<file path="config.mk">
export PLATFORM = sky130hd
export DESIGN_NAME = env_follower
export DESIGN_NICKNAME = d
export VERILOG_FILES = /design/src/rtl/env_follower.sv
export SDC_FILE = /design/constraint.sdc
export NUM_CORES = 1
export LEC_CHECK = 0
export CAP_MARGIN = 40
export CORE_MARGIN = 2
export CORE_UTILIZATION = 36
export CTS_CLUSTER_SIZE = 10
export DETAILED_ROUTE_END_ITERATION = 6
export DONT_BUFFER_PORTS = 1
export PLACE_DENSITY = 0.52
export SYNTH_ARGS = -nofsm -noshare
export SYNTH_HDL_FRONTEND = slang
export SYNTH_SLANG_ARGS = --single-unit
</file>
<file path="constraint.sdc">
create_clock -name clk -period 6.05 [get_ports clk]
set_input_delay 0.9075 -clock clk [delete_from_list [all_inputs] [get_ports clk]]
set_output_delay 0.9075 -clock clk [all_outputs]
set_load 0.01 [all_outputs]
</file>
<file path="src/rtl/env_follower.sv">
// Envelope follower: rectifies signed audio, tracks level with attack/release steps, regenerates a hysteretic gate.
// Optional peak-hold register and ports are enabled by defining ENV_FOLLOWER_PEAK_EN.
module env_follower #(
  parameter int SAMPLE_W = 8,
  parameter int HOLD_W   = 8
) (
  input  logic                       clk,
  input  logic                       rst_n,
  input  logic                       ce,
  input  logic                       in_valid,
  input  logic signed [SAMPLE_W-1:0] sample,
  input  logic [7:0]                 ai,
  input  logic [7:0]                 ri,
  input  logic [7:0]                 thr_on,
  input  logic [7:0]                 thr_off,
  input  logic [HOLD_W-1:0]          hold_len,
`ifdef ENV_FOLLOWER_PEAK_EN
  input  logic                       peak_clr,
  output logic [7:0]                 peak,
`endif
  output logic [7:0]                 envelope,
  output logic                       env_valid,
  output logic                       gate
);

  typedef enum logic [1:0] {IDLE, ON, HOLD} state_t;

  state_t            state;
  logic [HOLD_W-1:0] hold_cnt;

  logic                vld_p0;
  logic [SAMPLE_W-2:0] mag_p0;
  logic [7:0]          mag8_p0;
  logic [7:0]          env_nxt_p0;

  // Absolute value; the most negative code saturates to the largest positive magnitude.
  function automatic logic [SAMPLE_W-2:0] rectify(input logic signed [SAMPLE_W-1:0] s);
    logic signed [SAMPLE_W-1:0] neg;
    neg = -s;
    if (s == {1'b1, {(SAMPLE_W-1){1'b0}}})
      return {(SAMPLE_W-1){1'b1}};
    else if (s[SAMPLE_W-1])
      return neg[SAMPLE_W-2:0];
    else
      return s[SAMPLE_W-2:0];
  endfunction

  // Step toward mag8 without overshooting it; 9-bit sums so no wrap at either end.
  function automatic logic [7:0] track(input logic [7:0] env, input logic [7:0] mag8,
                                       input logic [7:0] up_step, input logic [7:0] dn_step);
    logic [8:0] up;
    logic [8:0] dn;
    up = {1'b0, env} + {1'b0, up_step};
    dn = {1'b0, env} - {1'b0, dn_step};
    if (mag8 > env)
      return (up > {1'b0, mag8}) ? mag8 : up[7:0];
    else if (mag8 < env)
      return (dn[8] || (dn[7:0] < mag8)) ? mag8 : dn[7:0];
    else
      return env;
  endfunction

  // Stage p0: accept, rectify and compute the next envelope
  assign vld_p0     = ce & in_valid;
  assign mag_p0     = rectify(sample);
  assign mag8_p0    = {mag_p0[SAMPLE_W-2 -: 7], 1'b0};
  assign env_nxt_p0 = track(envelope, mag8_p0, ai, ri);

  // Stage p1: registered envelope and valid pulse
  always_ff @(posedge clk or negedge rst_n) begin
    if (!rst_n) begin
      envelope  <= '0;
      env_valid <= 1'b0;
    end else begin
      env_valid <= vld_p0;
      if (vld_p0)
        envelope <= env_nxt_p0;
    end
  end

  // Gate decisions look at the envelope held before this sample's update.
  always_ff @(posedge clk or negedge rst_n) begin
    if (!rst_n) begin
      state    <= IDLE;
      hold_cnt <= '0;
      gate     <= 1'b0;
    end else if (vld_p0) begin
      case (state)
        IDLE: begin
          if (envelope >= thr_on) begin
            state <= ON;
            gate  <= 1'b1;
          end
        end
        ON: begin
          if (envelope < thr_off) begin
            state    <= HOLD;
            hold_cnt <= '0;
          end
        end
        HOLD: begin
          if (envelope >= thr_on) begin
            state    <= ON;
            hold_cnt <= '0;
          end else if (hold_cnt == hold_len) begin
            state <= IDLE;
            gate  <= 1'b0;
          end else begin
            hold_cnt <= hold_cnt + HOLD_W'(1);
          end
        end
        default: begin
          state    <= IDLE;
          hold_cnt <= '0;
          gate     <= 1'b0;
        end
      endcase
    end
  end

`ifdef ENV_FOLLOWER_PEAK_EN
  // Clear reloads from the envelope, taking the freshly tracked value when a sample lands together.
  always_ff @(posedge clk or negedge rst_n) begin
    if (!rst_n) begin
      peak <= '0;
    end else if (ce) begin
      if (peak_clr)
        peak <= vld_p0 ? env_nxt_p0 : envelope;
      else if (vld_p0 && (env_nxt_p0 > peak))
        peak <= env_nxt_p0;
    end
  end
`endif

endmodule

</file>
# Word level (Yosys, flattened, before mapping)
# Index checks and enable logic that the tools add are counted.
# word_totals
latch_bits	0
n_memories	0
mem_bits_ro	0
ff_bits	20
output_inout_bits	10
ramBits	0
# op_classes
muxes	19
add_sub_neg	4
div	0
reduce_logical	7
shift	0
n_eq_ne	10
bitwise	3
multipliers	0
order_cmp	6
# op_table
cell	count
two-way mux 8 bit	7
less-than comparator 8 bit	3
one-hot mux 8 bit (3 select lines)	1
two-way mux 7 bit	2
adder 8 x 8 -> 9 bit	1
> comparator 9 x 8 -> 1 bit	1
subtractor 8 x 8 -> 9 bit	1
adder 8 x 1 -> 8 bit (second input constant)	1
== test 8 bit	1
== test 8 bit (second input constant)	1
greater-or-equal comparator 8 bit	1
> comparator 8 bit	1
two-way mux 2 bit	4
!= test 2 bit (second input constant)	4
AND reduction 4 bit	2
negation 7 bit	1
!= test 3 bit (second input constant)	2
one-hot mux 2 bit (3 select lines)	1
AND reduction 5 bit	1
two-way mux 1 bit	3
one-hot mux 1 bit (3 select lines)	1
== test 2 x 1 -> 1 bit (second input constant)	1
== test 2 bit (second input constant)	1
logical NOT 2 bit	1
other kinds (5)	6

# Depth between registers and ports, before layout
# Gate-level depths: netlist of run 1.
# logic_depth
depth_word	8
depth_mapped	15

# Worst setup path after synthesis of run 1
# OpenSTA, ideal clock, no wires.
# synth_timing
kind	in2reg
from	in sample[0]
to	reg envelope[1]
t_arrival_ns	3.814
slack_ns	2.098
n_path_buf	0
setup_ns	0.138
required_ns	5.912
path_stages	14
cell_sequence	inv_1 ha_1 or4b_4 nor3_1 o21ai_0 o21ai_0 inv_1 ha_1 nand4b_1 nor4b_1 a21oi_1 a32oi_4 mux2i_1 o221ai_1
# synth_via
elab_chain_cells	8
word_cells_on_any_way	15
cone_classes	add/sub (1); order compare (4); eq/ne (1); mux (6); reduce/logical (3)
# synth_lines
element	line_no	rtl
start, declared	11	input logic signed [SAMPLE_W-1:0] sample,
negation 7 bit	39	neg = -s;
two-way mux 7 bit	42	else if (s[SAMPLE_W-1])
two-way mux 7 bit (*)	40	if (s == {1'b1, {(SAMPLE_W-1){1'b0}}})
less-than comparator 8 bit	58	return (dn[8] || (dn[7:0] < mag8)) ? mag8 : dn[7:0];
logical OR 1 bit	58	
two-way mux 8 bit	58	
two-way mux 8 bit	57	else if (mag8 < env)
two-way mux 8 bit	55	if (mag8 > env)
end signal, assigned	77	envelope <= env_nxt_p0;
end, declared	21	output logic [7:0] envelope,
# Mark *: on every way between the ends. The rest lies on a longest branch, timed or not. The select of a mux whose other input is x is not followed.
# A chain may end at the register's enable or synchronous reset.

# Worst setup path in the final report of run 1
# layout_timing
from	in sample[0]
to	reg envelope[2]
# Same word-level chain as after synthesis.

==> results.json, run 1 <==
{
  "status": "completed",
  "fin_nets": 479,
  "finalWirelength_mm": 8.07,
  "grt-ovfl-total": 0,
  "wire_per_inst_um": 17.0,
  "final_core_util": 0.394,
  "finalCriticalPeriod_ps": 4210,
  "fmax_mhz": 238,
  "gp_congestion": 0.844,
  "grt_pass1_wl_mm": 13.4,
  "h-tree-depth": 1,
  "report.final.slew_viol_count": 0,
  "irDropWorstVdd_uv": 217,
  "drcViolationCount": 0,
  "synth_flop_cell": "dfrtp_1",
  "die_y_um": 96.6,
  "netlist_instances": 373,
  "switchingPower_mw": 0.755,
  "slew_headroom": 0.497,
  "final_cell_mix": "ha_1 (53), inv_1 (49), nand2_1 (23)",
  "postCtsHoldBufs": 0,
  "root_buffer": "clkbuf_8",
  "avgSynthCellArea_sq_um": 8.28,
  "top_usage_layer": "met2",
  "endpoint_kind": "flip-flop",
  "sw_frac_of_total": 0.506,
  "clk_pin_slew_worst_paths_ps": 90,
  "worstMarginPinSlew_ps": 736,
  "fin_setup_tns_ps": 0,
  "setup_viol": 0,
  "dieWidth_um": 96.6,
  "yosysSeqAreaShare": 0.162,
  "hold_class": "input port to asynchronous set/reset pin",
  "clk_path_buf_depth": 2,
  "critPathArrivalTime_ps": 4330,
  "cts_setup_buffers": 0,
  "crit_required_ps": 6180,
  "path_max_fanout": 9,
  "worstSetupStartpointType": "input port",
  "ys_seq_elements": 20,
  "drv_cap": 0,
  "synth_fp_nets": 480,
  "clock_latency_ps": 270,
  "comb_power_share": 0.716,
  "grt_setup_unrepaired": "no",
  "dr_total_vias": 2699,
  "use_met1": 0.255,
  "dp_hpwl_mm": 6.69,
  "antenna_found_initial": 0,
  "ys_warn_count": 0,
  "cts_resized": 0,
  "grt_usage": 0.174,
  "grt_max_degree": 21,
  "layout_commonest_cell": "ha_1",
  "synth_edf_count": 0,
  "use_met2": 0.268,
  "fill_cells": 873,
  "dieArea_sq_um": 9330,
  "intPower_mw": 0.738,
  "via_per_inst": 5.67,
  "cts_tree": "built",
  "worst_slack_ps": 1840,
  "ant_nets": 0,
  "placement.io_buffers": 0,
  "fp.coreArea_sq_um": 8260,
  "use_met3": 0.0282,
  "start_util": 0.374,
  "drive_above_1_share": 0.0647,
  "critical_path_class": "input port to flip-flop",
  "numClockSinks": 20,
  "diodes": 0,
  "synth-async-reset-ratio": 1.00,
  "area_growth_syn_to_layout_pct": 5.27,
  "seqPwrFrac": 0.190,
  "cts_buffers": 3,
  "clock_power_share": 0.094,
  "rows": 33,
  "preCtsSetupSlack_ps": 1560,
  "leakage_nw": 1.62,
  "syn-cell-area_sq_um": 3090,
  "finalHoldViolCount": 0,
  "yosysUniqueCellTypes": 61,
  "boundaryPins": 62,
  "clock_skew_ps": 12.1,
  "drt-pass1-iter-count": 4,
  "first_iter_violations": 137,
  "cellPowerDensity_nw_per_um2": 459,
  "grt_pass1_vias": 2694,
  "fin_crit_sh": 0.695
}
==> metrics by stage <==
stage	std cells	cell area (sq um)	hold slack [ps]	total power [mW]
6_report	476	3250	319	1.49
5_1_grt	476	3250	302	1.66
4_1_cts	476	3250	316	1.50
3_5_place_dp	472	3180	581	1.35
3_3_place_gp	472	3180	577	1.34
2_1_floorplan	373	3090	538	1.11
==> sequential cells by signal, summed over array words and instances (netlist names) <==
| signal | cells |
|---|---|
| hold_cnt | 8 |
| env_valid | 1 |
| envelope | 8 |
| gate | 1 |
| state | 2 |
==> synth_stat cells, drive strengths merged, types with 2 or more instances <==
cell type | number | area share
a211o | 6 | 0.017
nor3b | 2 | 0.0049
fa | 2 | 0.013
a221oi | 2 | 0.0077
o211ai | 6 | 0.016
a31oi | 2 | 0.0041
nand2b | 5 | 0.010
clkbuf | 2 | 0.0024
or3 | 4 | 0.0085
o311ai | 2 | 0.0057
xnor2 | 11 | 0.031
nand2 | 23 | 0.028
nor3 | 5 | 0.0081
a211oi | 16 | 0.039
o21ai | 24 | 0.040
and3 | 9 | 0.018
inv | 49 | 0.060
buf | 4 | 0.011
nor2b | 4 | 0.0081
a21o | 9 | 0.022
a2111oi | 3 | 0.0085
o21a | 3 | 0.0073
and2 | 2 | 0.0041
dfrtp | 20 | 0.16
xor2 | 2 | 0.0057
ha | 53 | 0.21
a31o | 2 | 0.0057
and4b | 2 | 0.0065
o221ai | 6 | 0.017
nand4b | 4 | 0.011
nor2 | 21 | 0.026
or3b | 3 | 0.0085
a21oi | 11 | 0.018
nand3 | 11 | 0.018
or2 | 5 | 0.010
nand4 | 6 | 0.012
mux2i | 15 | 0.049
==> routing by layer <==
layer / vias to the layer above / part of all wire
li1: 1382 / -
met1: 1252 / 0.51
met2: 58 / 0.44
met3: 7 / 0.045
met4: 0 / 0.011
met5: - / 0
==> power by group through the flow <==
stage                     Combinational, mW  Sequential (mW)  Clock, mW
after floorplan                       0.877            0.235          0
after global placement                 1.05            0.289          0
after detailed placement               1.06            0.289          0
after CTS                              1.07            0.286      0.143
after global routing                   1.21            0.296      0.149
final                                  1.07            0.284      0.140
==> kinds of logic after synthesis <==
logic type,after synthesis,synth area share
simple gates,109,0.192
compound gates,105,0.257
buf+inv,55,0.0725
fa+ha+maj,55,0.228
flops,20,0.162
mux,16,0.0523
xor+xnor,13,0.0369
==> path summary, 6_finish.rpt <==
kind                            cells past startpoint        start  slack, ps          end
worst min-delay path                                0        rst_n        320    env_valid
worst max-delay path                               14    sample[0]       1840  envelope[2]
worst min register to register                      2  hold_cnt[1]        590  hold_cnt[1]
min in group clk                                    2  hold_cnt[1]        590  hold_cnt[1]
max in group asynchronous                           0        rst_n       5640  envelope[7]
worst max register to register                     13  envelope[0]       2280  envelope[2]
==> critical path: stages <==
cell      delay, ps
inv_1           100
ha_1            240
or4b_4          510
nor3_1          240
o21ai_0         120
o21ai_0         450
inv_1           150
ha_1            330
nand4b_1         90
nor4b_1         250
a21oi_1         110
a32oi_4         440
mux2i_1         260
o221ai_1        130
==> cell type report <==
class	instances	area [sq um]	area share
clock inverters	1	30.0	0.00924
inverters	49	184	0.0566
multi-input cells	298	2360	0.727
clock buffers	3	41.3	0.0127
well taps	105	131	0.0404
flip-flops and latches	20	500	0.154
(Power assumes the default switching activity.)
==> run 2: changes to the inputs <==
--- a/config.mk
+++ b/config.mk
@@ -11,7 +11,7 @@
 export CTS_CLUSTER_SIZE = 10
 export DETAILED_ROUTE_END_ITERATION = 6
 export DONT_BUFFER_PORTS = 1
-export PLACE_DENSITY = 0.52
+export PLACE_DENSITY = 0.54
 export SYNTH_ARGS = -nofsm -noshare
 export SYNTH_HDL_FRONTEND = slang
 export SYNTH_SLANG_ARGS = --single-unit
==> constraint.sdc (replaced) <==
create_clock -name clk -period 3.42 [get_ports clk]
set_input_delay 0.513 -clock clk [delete_from_list [all_inputs] [get_ports clk]]
set_output_delay 0.513 -clock clk [all_outputs]
set_load 0.01 [all_outputs]
==> results.json, run 2 (synthesized netlist as in run 1, its figures left out) <==
{
  "drive_above_1_share": 0.265,
  "critical_path_class": "flip-flop to flip-flop",
  "path_max_fanout": 5,
  "antenna_found_initial": 0,
  "dieWidth_um": 96.6,
  "numClockSinks": 20,
  "stdcell_area_sq_um": 3880,
  "drv_cap": 0,
  "critical-path-max-stage-delay_ps": 420,
  "setup_viol": 1,
  "boundaryPins": 62,
  "clock_skew_ps": 3.82,
  "h-tree-depth": 1,
  "placement.io_buffers": 0,
  "fin_nets": 539,
  "clk_path_buf_depth": 2,
  "critPathTopFamily": "compound AO/OA/AOI/OAI gates",
  "dpl_cell_area_sq_um": 3530,
  "via_per_inst": 5.66,
  "failed_checks": "setup timing",
  "critPathArrivalTime_ps": 3580,
  "fp.coreArea_sq_um": 8260,
  "fill_cells": 815,
  "endpoint_kind": "flip-flop",
  "final_cell_mix": "buf_4 (55), ha_1 (50), inv_1 (48)",
  "cpMostUsedCell": "ha_4",
  "area_growth_syn_to_layout_pct": 25.6,
  "dieArea_sq_um": 9330,
  "grt_pass1_wl_mm": 15.3,
  "hold_class": "input port to flip-flop",
  "dp_hpwl_mm": 7.45,
  "min-delay-start": "in_valid",
  "fin_setup_tns_ps": -36.0,
  "start_util": 0.374,
  "grt-ovfl-total": 0,
  "finalWirelength_mm": 9.31,
  "fin_crit_sh": 1.01,
  "first_iter_violations": 228,
  "grt_pass1_vias": 3091,
  "worst_slack_ps": -36.0,
  "grt_max_degree": 21,
  "layout_commonest_cell": "buf_4",
  "multi_input_area_sq_um": 2540,
  "wire_per_inst_um": 17.4,
  "fin_hold_ws_ps": 564,
  "seqCellArea_sq_um": 504,
  "slowest_stage": "dfrtp_1",
  "worst_r2r_endpoint": "envelope[6]",
  "worstSetupStartpointType": "flip-flop",
  "cp_num_buf_inv": 2,
  "irDropWorstVdd_uv": 358,
  "final_core_util": 0.470,
  "root_buffer": "clkbuf_8",
  "cellPowerDensity_nw_per_um2": 882,
  "gp_congestion": 0.855,
  "status": "complete, but fails checks",
  "worstMarginPinSlew_ps": 683,
  "grt_usage": 0.198,
  "drcViolationCount": 0,
  "clk_pin_slew_worst_paths_ps": 80,
  "rows": 33,
  "finalHoldViolCount": 0,
  "reg2reg_from": "envelope[0]",
  "crit_required_ps": 3550,
  "grt_setup_unrepaired": "yes",
  "hold_depth": 3,
  "path_cells": "buf_6, ha_4, fa_2, a211oi_2, nor2_2, mux2i_1, nand2_1, ha_4, a21o_1, a211oi_4, nand3_2, a32oi_4, buf_12, mux2i_2, o211ai_1",
  "slew_headroom": 0.533,
  "drt-pass1-iter-count": 4,
  "dr_total_vias": 3026,
  "report.final.slew_viol_count": 0,
  "hold_end": "gate",
  "leakage_nw": 1.91,
  "preCtsSetupSlack_ps": -162,
  "cts_buffers": 3,
  "finalCriticalPeriod_ps": 3460,
  "ant_nets": 0,
  "fmax_mhz": 289,
  "clock_latency_ps": 260,
  "ff2ff_path_depth": 15,
  "top_regs": "envelope: 8 flops, hold_cnt: 8 flops, state: 2 flops",
  "diodes": 0,
  "cts_tree": "built",
  "die_y_um": 96.6,
  "rrSetupSlack_ps": -40
}
-- run 2: area by class of cell --
type,instances,area share
Tap cell,105,0.0339
Multi-Input combinational cell,298,0.654
Clock buffer,3,0.0106
Sequential cell,20,0.130
Inverter,49,0.0474
Timing Repair Buffer,60,0.124
-- run 2: power by group --
| group | switching, mW | total [mW] | internal (mW) |
|---|---|---|---|
| sequential | 0.110 | 0.419 | 0.309 |
| combinational | 1.43 | 2.84 | 1.41 |
| clock | 0.0823 | 0.161 | 0.0785 |
-- run 2: how the worst max path moves through the flow --
stage / from / end / slack, ps / depth (start not counted)
2_1_floorplan: ai[0] / envelope[1] / 10 / 13
3_3_place_gp: sample[0] / envelope[7] / -100 / 13
3_5_place_dp: envelope[0] / envelope[6] / -160 / 15
4_1_cts: envelope[0] / envelope[6] / 2 / 15
5_1_grt: envelope[0] / envelope[6] / -160 / 15
6_report: envelope[0] / envelope[6] / -40 / 15
-- run 2: metrics by stage --
| stage | power, mW | cells |
|---|---|---|
| 2_1_floorplan | 1.97 | 373 |
| 5_1_grt | 3.73 | 535 |
| 3_5_place_dp | 2.73 | 516 |
| 3_3_place_gp | 2.69 | 516 |
| 6_report | 3.42 | 535 |
| 4_1_cts | 3.22 | 531 |
-- run 2: what timing repair did --
item / in CTS / in global routing
gates cloned: 1 / 0
hold endpoints to repair: 20 / 0
setup endpoints to repair: 7 / 8
hold buffers: 1 / 0
pin swaps: 12 / 10
setup buffers: 10 / 4
gates resized for setup: 17 / 22
-- run 2: worst register-to-register path, delay by kind of cell, from the launching register on --
| family | cells | cell delay (ps) |
|---|---|---|
| adders and majority gates | 3 | 720 |
| buffers and inverters | 2 | 290 |
| muxes | 2 | 450 |
| and+or+nand+nor | 3 | 320 |
| DFF | 1 | 420 |
| AOI/OAI and AO/OA | 5 | 1110 |
-- run 2: per-layer routing --
metal	wire length, um	vias to the layer above	GRT usage
li1	-	1504	-
met1	4340	1438	0.266
met2	4440	64	0.331
met3	309	20	0.0289
met4	223	0	0.0585
met5	0	-	0
